===== src/rtl/aes_key_sched_if.sv =====
// -----------------------------------------------------------------------------
// aes_key_sched_if
//   Groups the two buses the key-load sequencer talks to:
//     - key store read port : ks_req_o / ks_addr_o out, ks_rdata_i / ks_valid_i in
//     - peripheral write bus: wr_valid_o / wr_addr_o / wr_data_o out, wr_ready_i in
//   Signal suffixes are from the sequencer's point of view.
//   Modports:
//     master : the sequencer (drives requests, receives data/ready)
//     slave  : the key store + peripheral side
// -----------------------------------------------------------------------------
interface aes_key_sched_if;
    logic        ks_req_o;
    logic [4:0]  ks_addr_o;
    logic [31:0] ks_rdata_i;
    logic        ks_valid_i;
    logic        wr_valid_o;
    logic [63:0] wr_addr_o;
    logic [31:0] wr_data_o;
    logic        wr_ready_i;

    modport master (
        output ks_req_o, ks_addr_o, wr_valid_o, wr_addr_o, wr_data_o,
        input  ks_rdata_i, ks_valid_i, wr_ready_i
    );

    modport slave (
        input  ks_req_o, ks_addr_o, wr_valid_o, wr_addr_o, wr_data_o,
        output ks_rdata_i, ks_valid_i, wr_ready_i
    );
endinterface


===== src/rtl/aes_key_sched.sv =====
// -----------------------------------------------------------------------------
// aes_key_sched
//   Key-load sequencer. Arbitrates key-load requests from NUM_REQ masters
//   round-robin, checks the winner against the access-control matrix, and for
//   a permitted request copies KEY_WORDS 32-bit words from the key store into
//   the selected slot's registers on the AES peripheral, one word at a time.
//
// Ports:
//   clk_i, rst_i  clock, synchronous active-high reset
//   req_i         level request per requester (sampled only in IDLE)
//   key_id_i      requested slot, 2 bits per requester
//   acct_i        permission matrix, bit [r*NUM_KEYS+k] = r may load slot k
//   gnt_o         one-hot grant pulse (CHECK state)
//   done_o        one-hot completion pulse
//   err_o         one-hot denial pulse
//   busy_o        FSM is not in IDLE
//   bus           key store read port + peripheral write bus (master modport)
//
// Configuration macro:
//   AES_KEY_SCHED_SCRUB_EN  when defined, a denied request naming a valid slot
//                           first overwrites that slot with KEY_WORDS zero
//                           words (SCRUB state) before err_o pulses.
//
// All outputs are decoded from registered state only; no input reaches
// ks_req_o or wr_valid_o combinationally.
// -----------------------------------------------------------------------------
module aes_key_sched #(
    parameter int          NUM_REQ   = 3,
    parameter int          NUM_KEYS  = 3,
    parameter int          KEY_WORDS = 6,
    parameter logic [63:0] AES_BASE  = 64'h1010_0000,
    parameter logic [63:0] SLOT0_OFF = 64'h14,
    parameter logic [63:0] SLOT1_OFF = 64'h50,
    parameter logic [63:0] SLOT2_OFF = 64'h68
) (
    input  logic                         clk_i,
    input  logic                         rst_i,
    input  logic [NUM_REQ-1:0]           req_i,
    input  logic [2*NUM_REQ-1:0]         key_id_i,
    input  logic [NUM_REQ*NUM_KEYS-1:0]  acct_i,
    output logic [NUM_REQ-1:0]           gnt_o,
    output logic [NUM_REQ-1:0]           done_o,
    output logic [NUM_REQ-1:0]           err_o,
    output logic                         busy_o,
    aes_key_sched_if.master              bus
);

    localparam int         IDX_W     = (NUM_REQ > 1) ? $clog2(NUM_REQ) : 1;
    localparam logic [2:0] LAST_WORD = 3'(KEY_WORDS - 1);

    typedef enum logic [2:0] {
        S_IDLE,
        S_CHECK,
        S_READ,
        S_WRITE,
        S_DONE,
        S_ERR,
        S_SCRUB
    } state_t;

    state_t           state_q,  state_d;
    logic [IDX_W-1:0] rr_ptr_q, rr_ptr_d;
    logic [IDX_W-1:0] winner_q, winner_d;
    logic [1:0]       key_id_q, key_id_d;
    logic [2:0]       word_q,   word_d;
    logic [31:0]      data_q,   data_d;

    // Round-robin pick: first requester at or after rr_ptr_q.
    logic             found;
    logic [IDX_W-1:0] pick;
    logic [1:0]       pick_key;
    int               idx;

    // Permission of the latched winner for the latched slot. Only in-range
    // slots are enumerated, so an out-of-range key_id is never permitted.
    logic             permit;

    function automatic logic [63:0] slot_off(input logic [1:0] k);
        case (k)
            2'd0:    return SLOT0_OFF;
            2'd1:    return SLOT1_OFF;
            default: return SLOT2_OFF;
        endcase
    endfunction

    // Byte address of the current word inside the latched slot.
    logic [63:0] slot_addr;
    assign slot_addr = AES_BASE + slot_off(key_id_q) + {59'd0, word_q, 2'b00};

    // NOTE: sequential state uses non-blocking (<=) so every flop samples the
    // pre-edge value of its _d input regardless of process ordering.
    always_ff @(posedge clk_i) begin
        // NOTE: reset is synchronous, so it is just the highest-priority
        // branch of the same clocked process; the data register is a plain
        // flop and is cleared along with the control state.
        if (rst_i) begin
            state_q  <= S_IDLE;
            rr_ptr_q <= '0;
            winner_q <= '0;
            key_id_q <= '0;
            word_q   <= '0;
            data_q   <= '0;
        end else begin
            state_q  <= state_d;
            rr_ptr_q <= rr_ptr_d;
            winner_q <= winner_d;
            key_id_q <= key_id_d;
            word_q   <= word_d;
            data_q   <= data_d;
        end
    end

    always_comb begin
        found = 1'b0;
        pick  = '0;
        idx   = 0;
        for (int i = 0; i < NUM_REQ; i++) begin
            idx = (int'(rr_ptr_q) + i) % NUM_REQ;
            if (!found && req_i[idx]) begin
                found = 1'b1;
                pick  = IDX_W'(idx);
            end
        end
        pick_key = key_id_i[2*int'(pick) +: 2];
    end

    always_comb begin
        permit = 1'b0;
        for (int r = 0; r < NUM_REQ; r++) begin
            for (int k = 0; k < NUM_KEYS; k++) begin
                if (int'(winner_q) == r && int'(key_id_q) == k) begin
                    permit = acct_i[r*NUM_KEYS + k];
                end
            end
        end
    end

    // Next-state logic.
    always_comb begin
        // NOTE: every variable gets a default first so no path through the
        // case leaves one unassigned, which would infer a latch.
        state_d  = state_q;
        rr_ptr_d = rr_ptr_q;
        winner_d = winner_q;
        key_id_d = key_id_q;
        word_d   = word_q;
        data_d   = data_q;

        case (state_q)
            S_IDLE: begin
                if (found) begin
                    winner_d = pick;
                    key_id_d = pick_key;
                    rr_ptr_d = (int'(pick) == NUM_REQ - 1) ? '0 : pick + IDX_W'(1);
                    state_d  = S_CHECK;
                end
            end
            S_CHECK: begin
                word_d = '0;
                if (permit) begin
                    state_d = S_READ;
                end
`ifdef AES_KEY_SCHED_SCRUB_EN
                else if (int'(key_id_q) < NUM_KEYS) begin
                    state_d = S_SCRUB;
                end
`endif
                else begin
                    state_d = S_ERR;
                end
            end
            S_READ: begin
                if (bus.ks_valid_i) begin
                    data_d  = bus.ks_rdata_i;
                    state_d = S_WRITE;
                end
            end
            S_WRITE: begin
                if (bus.wr_ready_i) begin
                    if (word_q == LAST_WORD) begin
                        state_d = S_DONE;
                    end else begin
                        word_d  = word_q + 3'd1;
                        state_d = S_READ;
                    end
                end
            end
`ifdef AES_KEY_SCHED_SCRUB_EN
            S_SCRUB: begin
                if (bus.wr_ready_i) begin
                    if (word_q == LAST_WORD) begin
                        state_d = S_ERR;
                    end else begin
                        word_d = word_q + 3'd1;
                    end
                end
            end
`endif
            S_DONE:  state_d = S_IDLE;
            S_ERR:   state_d = S_IDLE;
            default: state_d = S_IDLE;
        endcase
    end

    // Output decode from registered state only.
    always_comb begin
        gnt_o          = '0;
        done_o         = '0;
        err_o          = '0;
        busy_o         = (state_q != S_IDLE);
        bus.ks_req_o   = 1'b0;
        bus.ks_addr_o  = '0;
        bus.wr_valid_o = 1'b0;
        bus.wr_addr_o  = '0;
        bus.wr_data_o  = '0;

        case (state_q)
            S_CHECK: gnt_o[winner_q] = 1'b1;
            S_READ: begin
                bus.ks_req_o  = 1'b1;
                bus.ks_addr_o = {key_id_q, word_q};
            end
            S_WRITE: begin
                bus.wr_valid_o = 1'b1;
                bus.wr_addr_o  = slot_addr;
                bus.wr_data_o  = data_q;
            end
            S_SCRUB: begin
                // Zero data; unreachable unless the scrub feature is built in.
                bus.wr_valid_o = 1'b1;
                bus.wr_addr_o  = slot_addr;
            end
            S_DONE:  done_o[winner_q] = 1'b1;
            S_ERR:   err_o[winner_q]  = 1'b1;
            default: ;
        endcase
    end

endmodule


===== src/flat_wrapper.sv =====
// flat-port wrapper written by rule: the top's interface ports become plain ports
module aes_key_sched_flat 
#(
    parameter int          NUM_REQ   = 3,
    parameter int          NUM_KEYS  = 3,
    parameter int          KEY_WORDS = 6,
    parameter logic [63:0] AES_BASE  = 64'h1010_0000,
    parameter logic [63:0] SLOT0_OFF = 64'h14,
    parameter logic [63:0] SLOT1_OFF = 64'h50,
    parameter logic [63:0] SLOT2_OFF = 64'h68
)
  (clk_i, rst_i, req_i, key_id_i, acct_i, gnt_o, done_o, err_o, busy_o, bus_ks_req_o, bus_ks_addr_o, bus_wr_valid_o, bus_wr_addr_o, bus_wr_data_o, bus_ks_rdata_i, bus_ks_valid_i, bus_wr_ready_i);
  aes_key_sched_if bus_i ();
  input  logic clk_i;
  input  logic rst_i;
  input  logic [NUM_REQ-1:0] req_i;
  input  logic [2*NUM_REQ-1:0] key_id_i;
  input  logic [NUM_REQ*NUM_KEYS-1:0] acct_i;
  output logic [NUM_REQ-1:0] gnt_o;
  output logic [NUM_REQ-1:0] done_o;
  output logic [NUM_REQ-1:0] err_o;
  output logic busy_o;
  output wire logic [$bits(bus_i.ks_req_o)-1:0] bus_ks_req_o;
  output wire logic [$bits(bus_i.ks_addr_o)-1:0] bus_ks_addr_o;
  output wire logic [$bits(bus_i.wr_valid_o)-1:0] bus_wr_valid_o;
  output wire logic [$bits(bus_i.wr_addr_o)-1:0] bus_wr_addr_o;
  output wire logic [$bits(bus_i.wr_data_o)-1:0] bus_wr_data_o;
  input wire logic [$bits(bus_i.ks_rdata_i)-1:0] bus_ks_rdata_i;
  input wire logic [$bits(bus_i.ks_valid_i)-1:0] bus_ks_valid_i;
  input wire logic [$bits(bus_i.wr_ready_i)-1:0] bus_wr_ready_i;
  assign bus_ks_req_o = bus_i.ks_req_o;
  assign bus_ks_addr_o = bus_i.ks_addr_o;
  assign bus_wr_valid_o = bus_i.wr_valid_o;
  assign bus_wr_addr_o = bus_i.wr_addr_o;
  assign bus_wr_data_o = bus_i.wr_data_o;
  assign bus_i.ks_rdata_i = bus_ks_rdata_i;
  assign bus_i.ks_valid_i = bus_ks_valid_i;
  assign bus_i.wr_ready_i = bus_wr_ready_i;
  aes_key_sched #(.NUM_REQ(NUM_REQ), .NUM_KEYS(NUM_KEYS), .KEY_WORDS(KEY_WORDS), .AES_BASE(AES_BASE), .SLOT0_OFF(SLOT0_OFF), .SLOT1_OFF(SLOT1_OFF), .SLOT2_OFF(SLOT2_OFF)) u_core (.clk_i(clk_i), .rst_i(rst_i), .req_i(req_i), .key_id_i(key_id_i), .acct_i(acct_i), .gnt_o(gnt_o), .done_o(done_o), .err_o(err_o), .busy_o(busy_o), .bus(bus_i));
endmodule

===== config.mk =====
export PLATFORM = sky130hd
export DESIGN_NAME = aes_key_sched_flat
export DESIGN_NICKNAME = d
export VERILOG_FILES = /design/src/rtl/aes_key_sched_if.sv /design/src/rtl/aes_key_sched.sv /design/src/flat_wrapper.sv
export SDC_FILE = /design/constraint.sdc
export NUM_CORES = 1
export LEC_CHECK = 0
export BUFFER_PORTS_ARGS = -buffer_cell sky130_fd_sc_hd__buf_2
export CAP_MARGIN = 20
export CORE_UTILIZATION = 45
export CTS_CLUSTER_DIAMETER = 80
export DETAILED_ROUTE_END_ITERATION = 10
export PLACE_DENSITY = 0.81
export SLEW_MARGIN = 0
export SYNTH_ARGS = -nofsm -noshare
export SYNTH_HDL_FRONTEND = slang
export SYNTH_SLANG_ARGS = --single-unit

===== constraint.sdc =====
create_clock -name clk_i -period 3 [get_ports clk_i]
set_input_delay 0.45 -clock clk_i [delete_from_list [all_inputs] [get_ports clk_i]]
set_output_delay 0.45 -clock clk_i [all_outputs]
set_load 0.005 [all_outputs]

# ---- Word-level counts from Yosys, hierarchy flattened
# Index checks and enable logic that the tools add are counted.
dict set report word_totals {
  ff_bits 44
  in_bits 54
  out_inout_bits 113
  word_cells 108
}
dict set report op_classes {
  add_sub_neg 6
  div_mod_pow 3
  order_cmp 5
  eq_ne 17
  shifts 1
  muxes 45
  reduce_logical 25
}
# op n
set op_table {}
lappend op_table {{less-than comparator 32 x 4 -> 1 bit (second input constant)} 3}
lappend op_table {{adder 64 x 5 -> 64 bit} 1}
lappend op_table {{remainder unit 32 x 3 -> 32 bit (second input constant)} 2}
lappend op_table {{two-way mux 64 bit} 1}
lappend op_table {{remainder unit 3 x 3 -> 32 bit (second input constant)} 1}
lappend op_table {{two-way mux 32 bit} 1}
lappend op_table {{adder 29 x 7 -> 30 bit (first input constant)} 1}
lappend op_table {{two-way mux 3 bit} 10}
lappend op_table {{two-way mux 1 bit} 21}
lappend op_table {{one-hot mux 7 bit (2 select lines)} 1}
lappend op_table {{== test 3 bit (second input constant)} 4}
lappend op_table {{logical AND 1 bit} 12}
lappend op_table {{one-hot mux 3 bit (4 select lines)} 1}
lappend op_table {{== test 2 bit (second input constant)} 5}
lappend op_table {{two-way mux 2 bit} 4}
lappend op_table {{binary-select mux 1 bit (select 2 bit)} 3}
lappend op_table {{== test 3 x 2 -> 1 bit (second input constant)} 2}
lappend op_table {{logical NOT 2 bit} 3}
lappend op_table {{inequality test 2 bit (second input constant)} 3}
lappend op_table {{one-hot mux 3 bit (2 select lines)} 1}
lappend op_table {{AND reduction 3 bit} 2}
lappend op_table {{indexed part select 6 x 4 -> 2 bit} 1}
lappend op_table {{two-way mux 5 bit} 1}
lappend op_table {{AND reduction 2 bit} 2}
lappend op_table {{15 further kinds} 16}

# ---- Longest topological paths before layout
dict set report logic_depth {
  ltp_word 13
  ltp_mapped 7
  depth_no_buf 7
}

# ---- Worst setup path after synthesis
# No wires, ideal clock.
dict set report synth_timing {
  path_kind {flip-flop to output port}
  start {register u_core.key_id_q[0]}
  end {output port bus_wr_addr_o[6]}
  t_arrival_ns 1.566
  required_time_ns 2.550
  path_slack_ns 0.984
  stages_incl_launch_ff 8
  n_path_buf 1
  path_cell_list {dfxtp_1 -> clkbuf_1 -> nor2_1 -> ha_1 -> fa_1 -> nand2_1 -> xnor2_1 -> a211oi_1}
}
dict set report synth_via {
  elab_chain_cells 5
  elab_cells_between_ends 6
  classes_between {add/sub: 2; eq/ne: 1; mux: 2; reduce/logical: 1}
}
# element line_no
set synth_lines {}
lappend synth_lines {{from (decl)} aes_key_sched.sv:64} ;# logic [1:0] key_id_q, key_id_d;
lappend synth_lines {{from (signal assigned)} aes_key_sched.sv:107} ;# key_id_q <= key_id_d;
lappend synth_lines {{== test 2 x 1 -> 1 bit / logical NOT 2 bit (equally long branches)} aes_key_sched.sv:79} ;# case (k)
lappend synth_lines {{one-hot mux 7 bit (2 select lines) *} aes_key_sched.sv:79}
lappend synth_lines {{adder 29 x 7 -> 30 bit *} aes_key_sched.sv:88} ;# assign slot_addr = AES_BASE + slot_off(key_id_q) + {59'd0, word_q, 2'b00};
lappend synth_lines {{adder 64 x 5 -> 64 bit *} aes_key_sched.sv:88}
lappend synth_lines {{two-way mux 64 bit *} aes_key_sched.sv:217} ;# case (state_q)
lappend synth_lines {{to (decl)} flat_wrapper.sv:26} ;# output wire logic [$bits(bus_i.wr_addr_o)-1:0] bus_wr_addr_o;
# Every way passes the cells marked *; elsewhere a longest branch is shown, timed or not.

# ---- Worst setup path after layout
dict set report layout_timing {
  start {register u_core.key_id_q[1]}
  end {output port bus_wr_addr_o[6]}
}
# Same word-level chain as after synthesis.

==> out/metrics.csv <==
stage,metric,value,unit
clocking,H-tree levels,2,
global_routing,pin count of the biggest net entering global routing,45,
routing,Vias,2851,
floorplanning,I/O Pins,167,
power_and_ir_drop,pwr dens,554,nW/µm²
timing,RSZ-0062 raised after global routing,no,
worst_setup_path,crit path launch type,flop,
run_status,status,completed,
clocking,CTS tree,yes,
clocking,Worst-Skew Late Latency,0.29,ns
layout,Finished Cell Area,3430,µm²
min_path,Hold Path Origin,bus_ks_rdata_i[5],
power_and_ir_drop,maximum vdd ir drop,0.339,mV
power_and_ir_drop,total power draw,1.90,mW
timing,min cycle time layout,2.54,ns
timing,relative slew slack,55.2,%
yosys,"Distinct cells, synth",50,
layout,Finished Layout Cells,569,
yosys,Post-Syn Area,2960,µm²
timing,clk_skew,0.00721,ns
routing,number of DRC markers in iteration 0,118,
layout,Ant. Diodes,0,
routing,post-route ant nets,0,
floorplanning,die area,6910,µm²
clocking,Clock Tree Buf Depth,2,
clocking,# clock sinks,44,
yosys,"EDFF count, synth",0,
yosys,ys flop type,dfxtp_1,
global_routing,initial antenna violation count,1,
clocking,post-cts sizing count,0,
yosys,Ys Warns,0,
clocking,hold buffers post-CTS,0,
clocking,CTS buffer count,5,
global_routing,global-route wire length before repair,11300,µm
layout,Area growth syn-to-layout,15.7,%
clocking,Post-CTS Setup Inserts,0,
floorplanning,row count,29,
clocking,CTS root buf,clkbuf_8,
floorplanning,total core area,6350,µm²
worst_setup_path,Crit. Startpoint,u_core.key_id_q[1],
routing,via/cell ratio,5.01,
placed_design,PortBufs,110,
timing,hold slack,0.390,ns
layout,nets@finish,554,
timing,period utilization,84.5,%
layout,"commonest non-fill, non-tap cell in the layout",buf_2,
worst_setup_path,critical path type,reg2out,
floorplanning,Die X,83.1,µm
min_path,type of the most critical hold path,in2reg,
layout,fraction of layout instances using a drive strength above 1,26.4,%
routing,Remaining DRCs,0,
yosys,Seq cells post-synth,44,
placed_design,DP HPWL,4980,µm
global_routing,GRT Residual Overflow,0,
power_and_ir_drop,leakage power,1.76,nW
timing,final slew viol count,0,
placed_design,placed cell area,3310,µm²
clocking,"Clk pin slew, worst setup/hold paths",0.08,ns
yosys,register area share after synthesis,29.7,%
routing,WL final,6790,µm
placed_design,RD Place Congestion,0.851,
global_routing,GRT Resource Usage Total,19.5,%
routing,WL/cell,11.9,µm
yosys,syn avg cell area,7.43,µm²
worst_setup_path,R2R Path Start,u_core.rr_ptr_q[0],
worst_setup_path,Critical Path RT,2.55,ns
worst_setup_path,Worst Path Arrival,2.09,ns
floorplanning,chip height,83.1,µm
routing,DR pass1 iterations,4,
timing,Setup TNS,0,ns
placed_design,placed cell count,561,
layout,most frequent cells in the layout,"110 x buf_2, 80 x nand2_1, 56 x conb_1",
timing,Fmax achieved,394,MHz
yosys,Syn Inst Count,399,
global_routing,vias in the first global route,2525,
worst_setup_path,Max Fanout on Critical Path,11,
yosys,Synth async-reset ratio,0,%
flow_run,max cap viols,0,
timing,Hold Fails Final Rpt,0,
timing,Slew @ Worst Pin,0.670,ns
floorplanning,initial core utilization,46.7,%
worst_setup_path,CP endpoint kind,output port,
timing,final setup fails,0,
-- flip-flops by register name, indices dropped and copies added (netlist names) --
register / count
u_core.winner_q: 2
u_core.rr_ptr_q: 2
u_core.word_q: 3
u_core.state_q: 3
u_core.data_q: 32
u_core.key_id_q: 2
-- metal layers --
metal  routed length, µm  track usage (%)
met1                2890             24.8
met2                3310             33.0
met3                 513             4.87
met4                  69             4.86
met5                  10                0
-- where the power goes --
| group | internal (mW) | switching, mW | total (mW) |
|---|---|---|---|
| Sequential | 0.634 | 0.0844 | 0.719 |
| Combinational | 0.279 | 0.428 | 0.707 |
| Clock | 0.272 | 0.201 | 0.474 |
| Total | 1.19 | 0.714 | 1.90 |
-- layout make-up --
type,count,area [µm²]
Inverter,7,26.3
Fill cell,616,2920
Sequential cell,44,881
Clock buffer,6,82.6
Multi-Input combinational cell,318,1720
Clock inverter,2,38.8
Tap cell,77,96.3
Timing Repair Buffer,115,588
-- cells in the mapped netlist, types with 3 or more instances --
master    count  area (µm²)
nor3_1        9        45.0
nand2b_1      4        25.0
clkbuf_1     22        82.6
mux2i_1       7        70.1
buf_2         4        20.0
a21oi_1      40         200
a22oi_1       3        22.5
xnor2_1       3        26.3
nor2_1       21        78.8
dfxtp_1      44         881
buf_4        58         435
nand3_1       3        15.0
nand3b_1      3        22.5
ha_1          8         100
or3_1         4        25.0
nand2_1      80         300
and2_1        6        37.5
and3_1       34         213
nor2b_1       3        18.8
inv_1         7        26.3
-- critical path, cell delays in order, from the launching register on --
cell and delay [ns]:
dfxtp_1 0.56, nor2_1 0.13, ha_1 0.23, fa_1 0.42, nand2_1 0.10, xnor2_1 0.06
a211oi_1 0.15, buf_2 0.14
-- through the flow --
step / setup WS (ns) / utilization, %
2_1_floorplan: 0.984 / -
3_3_place_gp: 0.822 / 52.1
3_5_place_dp: 0.783 / 52.1
4_1_cts: 0.454 / 54.0
5_1_grt: 0.320 / 54.0
6_report: 0.465 / 54.0
-- worst paths after layout --
kind,endpoint,depth (start not counted),slack [ns]
hold / removal,u_core.data_q[5],3,0.39
hold reg to reg,u_core.data_q[13],2,0.45
setup / recovery,bus_wr_addr_o[6],7,0.46
setup reg to reg,u_core.key_id_q[1],7,0.80
-- kinds of logic (layout without fill, tap and decap cells) --
logic type | Yosys count | in the layout | share of synthesized area, %
and+or+nand+nor | 178 | 178 | 29.8
buffers and inverters | 92 | 130 | 19.4
AOI/OAI and AO/OA | 63 | 63 | 13.0
DFF | 44 | 44 | 29.7
adders and majority gates | 9 | 9 | 4.05
muxes | 8 | 8 | 2.74
xor gates and xnor gates | 4 | 4 | 1.18
other | 1 | 56 | 0.127
No activity file was read; power rests on OpenSTA's default activity.
